==> config.mk <==
export PLATFORM = sky130hd
export DESIGN_NAME = flo_fifo_flat
export DESIGN_NICKNAME = d
export VERILOG_FILES = /design/src/rtl/flo_fifo_if.sv /design/src/rtl/flo_fifo.sv /design/src/flat_wrapper.sv
export SDC_FILE = /design/constraint.sdc
export NUM_CORES = 1
export LEC_CHECK = 0
export CAP_MARGIN = 20
export CELL_PAD_IN_SITES_DETAIL_PLACEMENT = 0
export CELL_PAD_IN_SITES_GLOBAL_PLACEMENT = 1
export CORE_ASPECT_RATIO = 1.75
export CORE_MARGIN = 8
export CORE_UTILIZATION = 57
export CTS_BUF_LIST = sky130_fd_sc_hd__clkbuf_4
export CTS_CLUSTER_SIZE = 14
export DETAILED_ROUTE_END_ITERATION = 10
export PLACE_DENSITY_LB_ADDON = 0.3
export SLEW_MARGIN = 15
export SYNTH_ARGS = -nofsm -noshare
export SYNTH_HDL_FRONTEND = slang
export SYNTH_SLANG_ARGS = --single-unit
export TNS_END_PERCENT = 30
==> constraint.sdc <==
create_clock -name clk -period 3.7 [get_ports clk]
set_input_delay 0.74 -clock clk [delete_from_list [all_inputs] [get_ports clk]]
set_output_delay 0.74 -clock clk [all_outputs]
set_load 0.01 [all_outputs]
==> src/rtl/flo_fifo_if.sv <==
// Producer/consumer bundle for flo_fifo. The slave modport is the FIFO side.
// Error-flag signals exist only when FLOFIFO_ERR_FLAGS_EN is defined.
interface flo_fifo_if #(
  parameter int LENGTH = 32,
  parameter int WIDTH  = 32
);
  localparam int AW = $clog2(LENGTH);

  logic [WIDTH-1:0] data_i;
  logic             valid_i;
  logic             read_i;
  logic [WIDTH-1:0] data_o;
  logic             valid_o;
  logic [AW-1:0]    locs_o;
  logic             empty_o;
  logic             full_o;
`ifdef FLOFIFO_ERR_FLAGS_EN
  logic             overflow_o;
  logic             underflow_o;
`endif

  modport master (
    output data_i, valid_i, read_i,
`ifdef FLOFIFO_ERR_FLAGS_EN
    input  overflow_o, underflow_o,
`endif
    input  data_o, valid_o, locs_o, empty_o, full_o
  );

  modport slave (
    input  data_i, valid_i, read_i,
`ifdef FLOFIFO_ERR_FLAGS_EN
    output overflow_o, underflow_o,
`endif
    output data_o, valid_o, locs_o, empty_o, full_o
  );
endinterface

==> src/rtl/flo_fifo.sv <==
// Single-clock FIFO with registered pop output and count-derived status flags.
// Define FLOFIFO_ERR_FLAGS_EN to add sticky overflow_o/underflow_o flags.
module flo_fifo #(
  parameter int LENGTH = 32,
  parameter int WIDTH  = 32
) (
  input  logic       clk,
  input  logic       rst,
  flo_fifo_if.slave  bus
);
  localparam int AW = $clog2(LENGTH);

  logic [WIDTH-1:0] mem_q [LENGTH];
  logic [AW-1:0]    wr_ptr_q, rd_ptr_q;
  logic [AW:0]      count_q, count_d;
  logic [WIDTH-1:0] data_q;
  logic             valid_q;
  logic             empty, full, do_rd, do_wr;

  assign empty = (count_q == '0);
  assign full  = (count_q == (AW+1)'(LENGTH));
  assign do_rd = bus.read_i && !empty;
  // A pop frees a slot in the same edge, so a full FIFO can still accept a push.
  assign do_wr = bus.valid_i && (!full || bus.read_i);

  always_comb begin
    count_d = count_q;
    if (do_wr && !do_rd)      count_d = count_q + (AW+1)'(1);
    else if (do_rd && !do_wr) count_d = count_q - (AW+1)'(1);
  end

  always_ff @(posedge clk) begin
    if (do_wr && !rst) mem_q[wr_ptr_q] <= bus.data_i;
  end

  always_ff @(posedge clk) begin
    if (rst) begin
      wr_ptr_q <= '0;
      rd_ptr_q <= '0;
      count_q  <= '0;
      data_q   <= '0;
      valid_q  <= 1'b0;
    end else begin
      count_q <= count_d;
      valid_q <= do_rd;
      if (do_wr) wr_ptr_q <= wr_ptr_q + AW'(1);
      if (do_rd) begin
        data_q   <= mem_q[rd_ptr_q];
        rd_ptr_q <= rd_ptr_q + AW'(1);
      end
    end
  end

  assign bus.data_o  = data_q;
  assign bus.valid_o = valid_q;
  assign bus.locs_o  = count_q[AW-1:0];
  assign bus.empty_o = empty;
  assign bus.full_o  = full;

`ifdef FLOFIFO_ERR_FLAGS_EN
  logic ovf_q, unf_q;

  always_ff @(posedge clk) begin
    if (rst) begin
      ovf_q <= 1'b0;
      unf_q <= 1'b0;
    end else begin
      if (bus.valid_i && !do_wr) ovf_q <= 1'b1;
      if (bus.read_i && empty)   unf_q <= 1'b1;
    end
  end

  assign bus.overflow_o  = ovf_q;
  assign bus.underflow_o = unf_q;
`endif
endmodule

==> src/flat_wrapper.sv <==
// flat-port wrapper written by rule: the top's interface ports become plain ports
module flo_fifo_flat 
#(
  parameter int LENGTH = 32,
  parameter int WIDTH  = 32
)
  (clk, rst, bus_data_i, bus_valid_i, bus_read_i, bus_data_o, bus_valid_o, bus_locs_o, bus_empty_o, bus_full_o);
  flo_fifo_if #(.LENGTH(LENGTH), .WIDTH(WIDTH)) bus_i ();
  input  logic clk;
  input  logic rst;
  input wire logic [$bits(bus_i.data_i)-1:0] bus_data_i;
  input wire logic [$bits(bus_i.valid_i)-1:0] bus_valid_i;
  input wire logic [$bits(bus_i.read_i)-1:0] bus_read_i;
  output wire logic [$bits(bus_i.data_o)-1:0] bus_data_o;
  output wire logic [$bits(bus_i.valid_o)-1:0] bus_valid_o;
  output wire logic [$bits(bus_i.locs_o)-1:0] bus_locs_o;
  output wire logic [$bits(bus_i.empty_o)-1:0] bus_empty_o;
  output wire logic [$bits(bus_i.full_o)-1:0] bus_full_o;
  assign bus_i.data_i = bus_data_i;
  assign bus_i.valid_i = bus_valid_i;
  assign bus_i.read_i = bus_read_i;
  assign bus_data_o = bus_i.data_o;
  assign bus_valid_o = bus_i.valid_o;
  assign bus_locs_o = bus_i.locs_o;
  assign bus_empty_o = bus_i.empty_o;
  assign bus_full_o = bus_i.full_o;
  flo_fifo #(.LENGTH(LENGTH), .WIDTH(WIDTH)) u_core (.clk(clk), .rst(rst), .bus(bus_i));
endmodule
==> out/results.tsv <==
metric	value	unit
crit_path_top_delay_cell	or4_4	
ctsHoldBuffers	0	
crit_fanout	5	
die-area	0.0805	sq mm
ctsResizeCount	3	
critPathRequiredTime	2960	ps
r2r-start	u_core.count_q[0]$_SDFFE_PP0P_	
finalClockSkew	68.3	ps
coreArea	0.0707	sq mm
period_minus_slack	3360	ps
placedInstanceArea	0.0436	sq mm
p_per_area	604	mW/mm^2
r2r_cells	11	
finalHoldViolations	0	
netlist_area	0.0407	sq mm
routed_wl	99400	um
tns	0	ps
ys_top_cells_by_area	edfxtp_1 76%, mux4_2 11%, mux2i_1 3.1%	
cts.htree.levels	4	
async_flop_share	0	%
cts_made_buffers	223	
grt_pass1_wl	145000	um
syn2layout_area_growth	14.6	%
overflow	0	
fmax	0.297	GHz
switching_power	7.49	mW
timing.rr.end	u_core.count_q[5]$_SDFFE_PP0P_	
num_io_pins	76	
syn_inst	1904	
rows	129	
max_slew.worst_pin.slew	1080	ps
layout_commonest_cell	edfxtp_1	
p_leak	14.8	nW
final_cell_mix	1,024 x edfxtp_1, 326 x clkbuf_4, 193 x mux4_2, 128 x mux2i_1, 105 x buf_4	
drive_gt1_share	30.8	%
yosys_warnings	0	
setup_violations	0	
whs	241	ps
stdcell_area	0.0466	sq mm
io_buffers	75	
antenna_left	0	
synth_top_area_share	75.6	%
grt_pass1_vias	22300	
synth_cell_types	43	
fin_nets	2275	
fin_util	66.0	%
seqPwrFrac	49.0	%
dp_cells	2908	
layoutNonFillerInstCount	3340	
internal-power	20.7	mW
cts_buffer_depth	3	
route.detailed.drc	0	
arrival	2620	ps
fin_ws	335	ps
fin_total_pwr	28.1	mW
path_cells	or4_4, or2_2, nor2_1, dlygate4sd2_1	
synth_top_cell_by_area	edfxtp_1	
fin_crit_sh	90.9	%
antenna_found_initial	5	
synth-seq-cells	1073	
worst_setup_path_end_kind	output port	
peakVddDrop	0.272	mV
hold_class	input pin to flip-flop	
hpwlAfterDp	58700	um
p_sw_share	26.6	%
syn_nets	1951	
die_y	369	um
cts_root_buffer	clkbuf_4	
slew_violations	0	
post_cts_buffers	0	
rsz0062_at_grt	false	
path_clk_slew	70	ps
slew_headroom	28.0	%
die_w	218	um
cts.sinks	1073	
place_ws	297	ps
r2r_slack	520	ps
grt_max_degree	55	
synth_area_per_cell	21.4	sq um
crit_path_end	bus_full_o	
routabilityCongestion	0.804	
synth_edf_count	1024	
drv_cap	0	
grt_use_total	24.9	%
startpoint	u_core.count_q[0]$_SDFFE_PP0P_	
vias_per_cell	6.28	
path_class	flip-flop to output port	
wl_per_cell	29.8	um
critPathLaunchType	flip-flop	
cts_tree	yes	
yosysSeqAreaShare	78.0	%
synth-main-ff-cell	edfxtp_1	
cpPeakStageDelay	570	ps
drt-pass1-iter-count	5	
clockPowerShare	30.7	%
start_util	57.6	%
first_iter_violations	1878	
status	finished clean	
pwr-share-comb	20.3	%
num_vias	21000	
clk_latency	1050	ps
worst max-delay path: cells and delay by family (launching register included):
kind,cells,cell delay [ps]
buffers and inverters,1,290
flip-flops,1,380
AND/OR/NAND/NOR,3,960
worst min path at each step:
| stage | from | endpoint | slack [ps] | cells after the start |
|---|---|---|---|---|
| after CTS | rst | u_core.count_q[1]$_SDFFE_PP0P_ | 430 | 3 |
| after global routing | bus_data_i[28] | u_core.mem_q[8][28]$_DFFE_PP_ | 200 | 1 |
| after floorplan | u_core.count_q[3]$_SDFFE_PP0P_ | u_core.count_q[3]$_SDFFE_PP0P_ | 470 | 2 |
| after detailed placement | u_core.bus.data_o[2]$_SDFFE_PP0P_ | u_core.bus.data_o[2]$_SDFFE_PP0P_ | 470 | 1 |
| after global placement | u_core.bus.data_o[23]$_SDFFE_PP0P_ | u_core.bus.data_o[23]$_SDFFE_PP0P_ | 460 | 1 |
| final | bus_data_i[19] | u_core.mem_q[28][19]$_DFFE_PP_ | 240 | 1 |
synthesized netlist by cell type, drive strengths merged, types with 3 or more instances:
cell type  instances
nor2              53
inv                8
a2111oi           32
nor2b              4
a22o              62
dfxtp             49
nand2             17
mux2i            128
xnor2              5
o22ai             31
a22oi             32
o221ai            32
mux4             193
clkbuf            65
xor2               7
nand4              4
nand3b             4
nand3              3
a21oi             70
edfxtp          1024
buf               53
ha                10
registers in the layout, indices dropped and copies added, names as in the netlist:
name,cells
u_core.mem_q,1024
u_core.bus.data_o,32
u_core.count_q,6
u_core.rd_ptr_q,5
u_core.wr_ptr_q,5
u_core.bus.valid_o,1
area by class of cell:
class	count	area, sq um
clock buffer	326	2450
clock inverter	93	467
multi-input combinational	705	8620
fill	4650	24100
inverter	8	30.0
antenna	1	2.50
sequential	1073	31700
tap	917	1150
timing repair buffer	217	2170
logic make-up after synthesis:
family | Yosys count | share of synthesized area (%)
AND/OR/NAND/NOR | 91 | 0.981
buffers and inverters | 126 | 1.59
flip-flops | 1073 | 78.0
AO/OA/AOI/OAI | 269 | 4.99
XOR/XNOR | 12 | 0.258
multiplexers | 322 | 13.9
adder cells (fa/ha/maj) | 11 | 0.357
power by group through the flow:
stage	Combinational [mW]	Clock, mW	Sequential, mW
after global placement	5.70	0	14.1
after global routing	6.06	9.39	13.8
after detailed placement	5.76	0	14.1
final	5.71	8.65	13.8
after floorplan	4.00	0	13.9
after CTS	5.78	8.85	13.8
per-layer routing:
layer / share of wire [%] / track usage, % / vias up
li1: - / - / 8867
met1: 35 / 28.5 / 10900
met2: 54 / 44.3 / 972
met3: 6.7 / 4.77 / 233
met4: 4.3 / 12.3 / 8
met5: 0.052 / 0 / -
(Power assumes the default switching activity.)
